<file path="config.mk">
export PLATFORM = sky130hd
export DESIGN_NAME = pll_lock_monitor
export DESIGN_NICKNAME = d
export VERILOG_FILES = /design/src/rtl/pll_mon_pkg.sv /design/src/rtl/pll_mon_sync.sv /design/src/rtl/pll_lock_monitor.sv
export SDC_FILE = /design/constraint.sdc
export NUM_CORES = 1
export LEC_CHECK = 0
export ABC_AREA = 1
export BUFFER_PORTS_ARGS = -buffer_cell sky130_fd_sc_hd__clkbuf_2
export CELL_PAD_IN_SITES_DETAIL_PLACEMENT = 1
export CELL_PAD_IN_SITES_GLOBAL_PLACEMENT = 2
export CORE_ASPECT_RATIO = 0.8
export CORE_MARGIN = 2
export CORE_UTILIZATION = 31
export DETAILED_ROUTE_END_ITERATION = 8
export PLACE_DENSITY = 0.84
export REMOVE_ABC_BUFFERS = 1
export SLEW_MARGIN = 20
export SYNTH_ARGS = -nofsm -noshare
export SYNTH_HDL_FRONTEND = slang
export SYNTH_SLANG_ARGS = --single-unit
</file>
<file path="constraint.sdc">
create_clock -name clk_i -period 3.3 [get_ports clk_i]
set_clock_uncertainty 0.15 [all_clocks]
set_input_delay 0 -clock clk_i [delete_from_list [all_inputs] [get_ports clk_i]]
set_output_delay 0 -clock clk_i [all_outputs]
set_load 0.01 [all_outputs]
</file>
<file path="src/rtl/pll_mon_pkg.sv">
// Shared types and widths for the FF-PLL lock monitor.
package pll_mon_pkg;

  localparam int unsigned UnlockCntW = 16;
  localparam int unsigned RunW       = 4;

  typedef enum logic [1:0] {
    StIdle   = 2'd0,
    StAcq    = 2'd1,
    StLocked = 2'd2,
    StHold   = 2'd3
  } pll_mon_state_t;

endpackage

</file>
<file path="src/rtl/pll_mon_sync.sv">
// Two-flop bit synchronizer with asynchronous active-low reset.
module pll_mon_sync (
  input  logic clk_i,
  input  logic pll_ff_rst,
  input  logic d_i,
  output logic q_o
);

  logic [1:0] sync_q;

  always_ff @(posedge clk_i or negedge pll_ff_rst) begin
    if (!pll_ff_rst) begin
      sync_q <= '0;
    end else begin
      sync_q <= {sync_q[0], d_i};
    end
  end

  assign q_o = sync_q[1];

endmodule

</file>
<file path="src/rtl/pll_lock_monitor.sv">
// Integrates FF-PLL lock indications over fixed windows into a debounced lock status.
// Define PLL_LOCK_MON_IRQ_EN to build the sticky lock-change interrupt on irq_o.
module pll_lock_monitor
  import pll_mon_pkg::*;
#(
  parameter int unsigned WIN         = 125000,
  parameter int unsigned THR         = 87500,
  parameter int unsigned LOCK_WINS   = 4,
  parameter int unsigned UNLOCK_WINS = 2,
  localparam int unsigned W          = $clog2(WIN + 1)
) (
  input  logic                  clk_i,
  input  logic                  pll_ff_rst,
  input  logic                  pll_lo_i,
  input  logic                  pll_hi_i,
  input  logic                  ref_val_i,
  input  logic                  en_i,
  input  logic                  clr_i,
  output logic                  lock_o,
  output logic                  lock_chg_o,
  output logic [1:0]            state_o,
  output logic [W-1:0]          duty_lo_o,
  output logic [W-1:0]          duty_hi_o,
  output logic [UnlockCntW-1:0] unlock_cnt_o,
  output logic                  irq_o
);

  localparam int unsigned WcntW = (WIN > 1) ? $clog2(WIN) : 1;
  localparam logic [WcntW-1:0] WcntLast  = WcntW'(WIN - 1);
  localparam logic [W-1:0]     AccMax    = W'(WIN);
  localparam logic [W-1:0]     ThrVal    = W'(THR);
  localparam logic [RunW-1:0]  LockRun   = RunW'(LOCK_WINS);
  localparam logic [RunW-1:0]  UnlockRun = RunW'(UNLOCK_WINS);

  // Reset asserts asynchronously, releases two edges later.
  logic [1:0] rst_sync_q;
  logic       rst_n;

  always_ff @(posedge clk_i or negedge pll_ff_rst) begin
    if (!pll_ff_rst) begin
      rst_sync_q <= '0;
    end else begin
      rst_sync_q <= {rst_sync_q[0], 1'b1};
    end
  end

  assign rst_n = rst_sync_q[1];

  logic lo_s, hi_s;

  pll_mon_sync u_sync_lo (
    .clk_i      (clk_i),
    .pll_ff_rst (rst_n),
    .d_i        (pll_lo_i),
    .q_o        (lo_s)
  );

  pll_mon_sync u_sync_hi (
    .clk_i      (clk_i),
    .pll_ff_rst (rst_n),
    .d_i        (pll_hi_i),
    .q_o        (hi_s)
  );

  pll_mon_state_t       state_q, state_d;
  logic [RunW-1:0]      run_q, run_d, run_inc;
  logic                 lock_q, lock_d, lock_chg_q;
  logic [UnlockCntW-1:0] unlock_cnt_q, unlock_cnt_d;

  logic [WcntW-1:0] wcnt_q;
  logic [W-1:0]     lo_acc_q, hi_acc_q, lo_acc_nxt, hi_acc_nxt;
  logic [W-1:0]     duty_lo_q, duty_hi_q;
  logic             ref_ok_q;
  logic             active, win_end, good;

  // Window totals include the sample of the current cycle.
  always_comb begin
    active     = (state_q != StIdle);
    win_end    = active && (wcnt_q == WcntLast);
    lo_acc_nxt = lo_acc_q;
    hi_acc_nxt = hi_acc_q;
    if (lo_s && (lo_acc_q != AccMax)) lo_acc_nxt = lo_acc_q + W'(1);
    if (!hi_s && (hi_acc_q != AccMax)) hi_acc_nxt = hi_acc_q + W'(1);
    good = (lo_acc_nxt > ThrVal) && (hi_acc_nxt > ThrVal) && ref_ok_q && ref_val_i;
  end

  always_ff @(posedge clk_i or negedge rst_n) begin
    if (!rst_n) begin
      wcnt_q    <= '0;
      lo_acc_q  <= '0;
      hi_acc_q  <= '0;
      ref_ok_q  <= 1'b1;
      duty_lo_q <= '0;
      duty_hi_q <= '0;
    end else begin
      if (win_end) begin
        duty_lo_q <= lo_acc_nxt;
        duty_hi_q <= hi_acc_nxt;
      end
      if (!active || !en_i || win_end) begin
        wcnt_q   <= '0;
        lo_acc_q <= '0;
        hi_acc_q <= '0;
        ref_ok_q <= 1'b1;
      end else begin
        wcnt_q   <= wcnt_q + WcntW'(1);
        lo_acc_q <= lo_acc_nxt;
        hi_acc_q <= hi_acc_nxt;
        ref_ok_q <= ref_ok_q & ref_val_i;
      end
    end
  end

  assign run_inc = run_q + RunW'(1);

  always_comb begin
    state_d = state_q;
    run_d   = run_q;
    if (!en_i) begin
      state_d = StIdle;
      run_d   = '0;
    end else begin
      unique case (state_q)
        StIdle: begin
          state_d = StAcq;
          run_d   = '0;
        end
        StAcq: begin
          if (win_end) begin
            if (!good) begin
              run_d = '0;
            end else if (run_inc == LockRun) begin
              state_d = StLocked;
              run_d   = '0;
            end else begin
              run_d = run_inc;
            end
          end
        end
        StLocked: begin
          if (win_end && !good) begin
            if (UNLOCK_WINS == 1) begin
              state_d = StAcq;
              run_d   = '0;
            end else begin
              state_d = StHold;
              run_d   = RunW'(1);
            end
          end
        end
        StHold: begin
          if (win_end) begin
            if (good) begin
              state_d = StLocked;
              run_d   = '0;
            end else if (run_inc == UnlockRun) begin
              state_d = StAcq;
              run_d   = '0;
            end else begin
              run_d = run_inc;
            end
          end
        end
        default: begin
          state_d = StIdle;
          run_d   = '0;
        end
      endcase
    end
    lock_d = (state_d == StLocked) || (state_d == StHold);
    // Leaving {LOCKED, HOLD} is exactly a falling lock; clear beats increment.
    unlock_cnt_d = unlock_cnt_q;
    if (clr_i) begin
      unlock_cnt_d = '0;
    end else if (lock_q && !lock_d && !(&unlock_cnt_q)) begin
      unlock_cnt_d = unlock_cnt_q + UnlockCntW'(1);
    end
  end

  always_ff @(posedge clk_i or negedge rst_n) begin
    if (!rst_n) begin
      state_q      <= StIdle;
      run_q        <= '0;
      lock_q       <= 1'b0;
      lock_chg_q   <= 1'b0;
      unlock_cnt_q <= '0;
    end else begin
      state_q      <= state_d;
      run_q        <= run_d;
      lock_q       <= lock_d;
      lock_chg_q   <= lock_d ^ lock_q;
      unlock_cnt_q <= unlock_cnt_d;
    end
  end

`ifdef PLL_LOCK_MON_IRQ_EN
  logic irq_q;

  always_ff @(posedge clk_i or negedge rst_n) begin
    if (!rst_n) begin
      irq_q <= 1'b0;
    end else if (lock_d ^ lock_q) begin
      irq_q <= 1'b1;
    end else if (clr_i) begin
      irq_q <= 1'b0;
    end
  end

  assign irq_o = irq_q;
`else
  assign irq_o = 1'b0;
`endif

  assign lock_o       = lock_q;
  assign lock_chg_o   = lock_chg_q;
  assign state_o      = state_q;
  assign duty_lo_o    = duty_lo_q;
  assign duty_hi_o    = duty_hi_q;
  assign unlock_cnt_o = unlock_cnt_q;

endmodule

</file>
**Yosys cells after proc, flatten, opt, wreduce, memory -nomap -nowiden**

Cells that the tools add are included.

- Register bits: 116
- Logic and storage cells: 85
- Input bits: 7
- Output and inout port bits: 55

- Eq/ne operators: 13
- Reductions and logical operators: 23
- Mux-type cells: 26
- Add/subtract/negate cells: 5
- Bitwise logic cells: 2
- Order comparisons: 2

Operator list:

| kind | number |
|---|---|
| 17-bit 2-to-1 mux | 5 |
| 17-bit by 1-bit adder with 17-bit output, second input constant | 3 |
| 17-bit > comparator, second input constant | 2 |
| 17-bit inequality test, second input constant | 2 |
| 16-bit 2-to-1 mux | 2 |
| 4-bit 2-to-1 mux | 8 |
| 17-bit equality test, second input constant | 1 |
| 16-bit by 1-bit adder with 16-bit output, second input constant | 1 |
| 2-bit 2-to-1 mux | 8 |
| 4-bit one-hot mux with 4 select lines | 1 |
| 16-bit AND reduction | 1 |
| 1-bit logical AND | 9 |
| 3-bit inequality test, second input constant | 3 |
| 2-bit equality test, second input constant | 4 |
| 2-bit one-hot mux with 4 select lines | 1 |
| 1-bit zero test | 6 |
| 4-bit by 1-bit adder with 4-bit output, second input constant | 1 |
| 4-bit by 2-bit equality test with 1-bit output, second input constant | 1 |
| 4-bit by 3-bit equality test with 1-bit output, second input constant | 1 |
| 2-bit nonzero test | 2 |
| 1-bit logical OR | 3 |
| 3-bit AND reduction | 1 |
| 2-bit by 1-bit equality test with 1-bit output, second input constant | 1 |
| 2-bit zero test | 1 |
| 3 further kinds | 3 |

**Depth between registers and ports, before layout**

- Depth after elaboration: 19
- Mapped depth: 32
- Gate-level depth less buffers: 31

**Hierarchy**

From an unflattened synthesis, not the netlist that was laid out.

- Cells, all modules: 909
- Area total of the unflattened synthesis: 6,587.6 sq um

Modules (own cells, without submodules):

| module | cells each | times used | area an instance (sq um) | sequential area each (sq um) |
|---|---|---|---|---|
| pll_lock_monitor | 905 | 1 | 6,487.5 | 2,803.9 |
| pll_mon_sync | 2 | 2 | 50.0 | 50.0 |

**Least setup slack after synthesis**

No wires, ideal clock.

- Path kind: register to register
- Start point: reg lo_acc_q[0]
- End point: reg unlock_cnt_q[14] (netlist: unlock_cnt_o[14])
- Path buffers: 2
- Path slack: -0.099 ns
- Setup time: 0.086 ns
- Data arrival time: 3.163 ns
- Required time: 3.064 ns
- Period minus slack after synthesis: 3.399 ns
- Stages on the path, launching flop included: 30
- Cells stage by stage: dfrtp_1 inv_1 ha_1 nand4_1 nor2_2 nand2_4 nand2_2 buf_6 buf_12 nand2_2 nand2_2 nand2_1 nor2_2 nand4_1 nor2_1 nor2_2 nand3_4 nand2_4 inv_2 nand3_2 nand3_1 ha_1 nand2_1 nor2_1 inv_1 nor2_1 nand3_1 nor2_1 a31oi_1 nor3_1

- Word-level cells in the longest chain between the ends: 18
- Elaborated cells on any way between the ends: 24
- Those cells by class: add/sub (1); order compare (1); eq/ne (3); mux (8); reduce/logical (11)

RTL lines:

| element | line | source |
|---|---|---|
| start: declaration | pll_lock_monitor.sv:71 | `logic [W-1:0] lo_acc_q, hi_acc_q, lo_acc_nxt, hi_acc_nxt;` |
| start signal: assignment | pll_lock_monitor.sv:107 | `lo_acc_q <= lo_acc_nxt;` |
| branches (longest 2 deep; another with 17-bit by 1-bit adder with 17-bit output) | -- |  |
| 17-bit 2-to-1 mux (*) | pll_lock_monitor.sv:82 | `if (lo_s && (lo_acc_q != AccMax)) lo_acc_nxt = lo_acc_q + W'(1);` |
| 17-bit > comparator (*) | pll_lock_monitor.sv:84 | `good = (lo_acc_nxt > ThrVal) && (hi_acc_nxt > ThrVal) && ref_ok_q && ref_val_i;` |
| 1-bit logical AND (*) (3 in series) | pll_lock_monitor.sv:84 |  |
| 1-bit zero test | pll_lock_monitor.sv:141 | `if (win_end && !good) begin` |
| 1-bit logical AND | pll_lock_monitor.sv:141 |  |
| 2-bit 2-to-1 mux | pll_lock_monitor.sv:141 |  |
| 2-bit one-hot mux with 4 select lines (*) | pll_lock_monitor.sv:123 | `unique case (state_q)` |
| 2-bit 2-to-1 mux (*) | pll_lock_monitor.sv:119 | `if (!en_i) begin` |
| 2-bit equality test | pll_lock_monitor.sv:170 | `lock_d = (state_d == StLocked) \|\| (state_d == StHold);` |
| 1-bit logical OR (*) | pll_lock_monitor.sv:170 |  |
| 1-bit zero test (*) | pll_lock_monitor.sv:175 | `end else if (lock_q && !lock_d && !(&unlock_cnt_q)) begin` |
| 1-bit logical AND (*) (2 in series) | pll_lock_monitor.sv:175 |  |
| 2-bit nonzero test (no source line) (*) | -- |  |
| end signal: assignment | pll_lock_monitor.sv:192 | `unlock_cnt_q <= unlock_cnt_d;` |
| end: declaration | pll_lock_monitor.sv:68 | `logic [UnlockCntW-1:0] unlock_cnt_q, unlock_cnt_d;` |

Every way passes the cells marked *.
A chain may end at the register's enable or synchronous reset.

**Worst setup path in the final report**

- Start point: reg lo_acc_q[1]
- End point: reg unlock_cnt_q[14] (netlist: unlock_cnt_o[14])

Same word-level chain as after synthesis.

==> run_results.csv <==
group,metric,value,unit
run_status,status,"finished with violations",
run_status,violations,"negative setup slack",
layout,area_delta_synth_final,48.74,%
power_and_ir_drop,switching_share,25.45,%
yosys,postSynthCellCount,936,
floorplan,die_area,0.02292,mm^2
drt,first_pass_iters,4,
sta,fmax,266.2,MHz
layout,filler_cell_count,2627,
yosys,avgSynthCellArea,7.192,um^2
global_routing,grt_max_degree,71,
setup_path,endpoint_kind,"flop",
power_and_ir_drop,clockPowerShare,50.6,%
drt,ant_nets,0,
placed_design,gp_congestion,0.8602,
layout,layout-drive-gt1-share,37.78,%
clock_tree,cts_tree,"yes",
flow_run,cap_violations,0,
sta,fin_crit_sh,113.9,%
drt,vias,7188,
global_routing,track_usage,21.01,%
global_routing,antenna_found_initial,0,
yosys,synth_edf_count,0,
drt,drt_iter0_markers,347,
placed_design,place_hpwl,16.30,mm
power_and_ir_drop,p_total,0.003575,W
floorplan,rows,48,
worst_hold_path,hold_class,"input pin to flop",
global_routing,grt_overflow_total,0,
clock_tree,clkTransAtPathRegs,60,ps
yosys,synth_cell_types,42,
floorplan,start_util,31.40,%
drt,vias_per_cell,4.850,
power_and_ir_drop,power_density,357.1,mW/mm^2
sta,hold_violations,0,
sta,rsz0062_at_grt,"true",
power_and_ir_drop,leakage,4.750,nW
sta,setup_slack,-457.1,ps
clock_tree,cts_buffers,17,
placed_design,port_buffers,60,
floorplan,die_h,135.8,um
clock_tree,clockBufferDepth,2,
floorplan,num_io_pins,62,
power_and_ir_drop,vdd_drop_max,0.0002548,V
drt,routedWlPerCell,16.78,um
sta,tightestPinTransition,876.8,ps
layout,finalNonFillerCells,1482,
placed_design,preCtsSetupSlack,-449.5,ps
yosys,synthesis.area,0.006731,mm^2
clock_tree,cts.sinks,116,
setup_path,worstPathArrival,3940,ps
drt,drc,0,
power_and_ir_drop,netSwitchingPower,0.0009100,W
global_routing,grt_pass1_wl,37.95,mm
yosys,ys.warnings.count,0,
sta,finalMaxSlewViolations,0,
layout,fin_nets,1211,
yosys,ys_seq_area_share,43.14,%
setup_path,cp-start-kind,"flop",
sta,slew_headroom,41.09,%
sta,min_period,3757,ps
power_and_ir_drop,intPower,0.002665,W
clock_tree,insertion_delay,430,ps
clock_tree,htree_levels,4,
setup_path,critPathRequiredTime,3490,ps
drt,wl,24.87,mm
power_and_ir_drop,pwr-share-comb,8.5,%
global_routing,grt_pass1_vias,7395,
floorplan,core-area,0.02144,mm^2
yosys,ys_async_sr_fraction,100.0,%
setup_path,critPathKind,"flop to flop",
power_and_ir_drop,power_frac_seq,40.9,%
floorplan,die_w,168.8,um
yosys,ys_ff_latch,116,
setup_path,cp_max_fo,10,
clock_tree,clockRootBuffer,"clkbuf_16",
layout,antenna_cells,0,
placed_design,place_inst,1382,
sta,setup_viol,20,
yosys,synth_ff_type,"dfrtp_1",
sta,timing.hold.ws,69.67,ps
## timing repair
item                                    CTS  global route
hold buffers                              7             0
endpoints found under the hold margin    21             0
pin swaps                                21            62
resized for setup                        70            94
setup buffers                            35            31
endpoints found under the setup margin   16            21
gates cloned                              1             0
## power groups by stage
stage          combinational (W)  clock (W)  sequential [W]
4_1_cts                 0.000260    0.00184         0.00146
6_report                0.000303    0.00181         0.00146
3_5_place_dp            0.000223          0         0.00149
3_3_place_gp            0.000217          0         0.00148
5_1_grt                 0.000330    0.00190         0.00146
2_1_floorplan          0.0000940          0         0.00149
## Yosys cell counts, types with 2 or more instances
master / instances / area [um^2]
nor4_1: 6 / 37.54
nand3b_1: 5 / 37.54
nand2_4: 6 / 67.56
buf_2: 2 / 10.01
nand3_1: 56 / 280.3
o21ai_0: 21 / 105.1
buf_12: 2 / 40.04
nand2_2: 25 / 156.4
clkbuf_1: 12 / 45.04
nor2_4: 2 / 22.52
conb_1: 2 / 7.510
nand4_1: 26 / 162.7
nor2_2: 15 / 93.84
nor3_1: 15 / 75.07
o21ai_1: 6 / 30.03
a21oi_1: 55 / 275.3
nand2_1: 210 / 788.3
nand3_2: 3 / 30.03
o21ai_2: 3 / 26.28
xor2_1: 14 / 122.6
inv_2: 11 / 41.29
inv_1: 115 / 431.7
nor2_1: 178 / 668.1
nor3b_1: 2 / 15.01
clkinv_1: 3 / 11.26
or2_2: 3 / 18.77
ha_1: 9 / 112.6
dfrtp_1: 115 / 2878
## cells in the final DEF (no fill, tap or decap), drive strengths merged, types with 2 or more instances in the layout
master / n
a21oi: 56
buf: 192
bufinv: 2
clkbuf: 77
clkinv: 7
clkinvlp: 8
conb: 2
dfrtp: 115
dlygate4sd3: 7
ha: 9
inv: 126
nand2: 241
nand3: 60
nand3b: 5
nand4: 26
nor2: 195
nor3: 16
nor3b: 2
nor4: 6
o21ai: 30
or2: 3
xor2: 14
## final timing paths
| path | to | from | cells past startpoint | slack [ps] |
|---|---|---|---|---|
| min in group asynchronous | wcnt_q[16] | rst_sync_q[1] | 0 | 200 |
| worst max register to register | unlock_cnt_o[14] | lo_acc_q[1] | 27 | -460 |
| max in group asynchronous | hi_acc_q[2] | rst_sync_q[1] | 1 | 1930 |
| worst min-delay path | u_sync_hi.sync_q[0] | pll_hi_i | 2 | 70 |
| worst min register to register | wcnt_q[16] | rst_sync_q[1] | 0 | 200 |
| worst max-delay path | unlock_cnt_o[14] | lo_acc_q[1] | 27 | -460 |
## layout make-up
cell class	instances	area (um^2)	share of cell area (%)
inverter	129	489.2	4.886
clock inverter	14	140.1	1.400
sequential	116	2910	29.07
timing repair buffer	259	1962	19.60
clock buffer	17	425.4	4.249
tap	275	344.1	3.437
multi-input combinational	672	3741	37.37
## worst max-delay path, stage by stage, from the launching register on
cell and delay [ps]:
dfrtp_1 420, inv_2 110, ha_4 130, nand4_1 100, nor2_2 180, nand2_4 90
nand2_8 110, inv_4 90, nand2_1 160, nand4_1 200, nor2_2 160, nand2_1 80
nor2_2 130, nor2_2 60, nand3_4 90, nand2_4 60, inv_2 50, nand3_2 80
nand3_2 100, ha_4 150, nand2_4 60, nor2_4 100, inv_2 60, nor2_4 150
nand3_4 100, nor2_4 180, a31oi_4 100, nor3_2 210
## state kept, by name, summed over array words and instances (netlist names)
register,count
hi_acc_q,17
duty_hi_o,17
lo_acc_q,17
u_sync_hi.sync_q,2
run_q,4
wcnt_q,17
state_o,2
lock_o,1
lock_chg_o,1
duty_lo_o,17
rst_sync_q,2
ref_ok_q,1
unlock_cnt_o,16
u_sync_lo.sync_q,2
## kinds of logic after synthesis
kind of cell,after synthesis,synth area share [%]
AOI/OAI and AO/OA,91,7.231
xor gates and xnor gates,15,1.952
adders and majority gates,9,1.673
buffers and inverters,148,8.940
DFF,116,43.14
other,2,0.1116
and+or+nand+nor,555,36.95
## metal layers
| metal | wire [um] | share of wire [%] | vias to the layer above | track usage [%] |
|---|---|---|---|---|
| met1 | 11530 | 46 | 3552 | 27.89 |
| met4 | 539 | 2.2 | 0 | 6.226 |
| li1 | - | - | 3470 | - |
| met3 | 708 | 2.8 | 45 | 4.032 |
| met2 | 12100 | 49 | 121 | 34.90 |
| met5 | 0 | 0 | - | 0 |
## stage by stage
stage	TNS [ps]	instance area [um^2]	util (%)
2_1_floorplan	-137410	6614	-
3_3_place_gp	-2445	8294	38.68
3_5_place_dp	-3887	8294	38.68
4_1_cts	-1823	9468	44.16
5_1_grt	-8633	10010	46.70
6_report	-5355	10010	46.70
No activity file was read; power rests on OpenSTA's default activity.
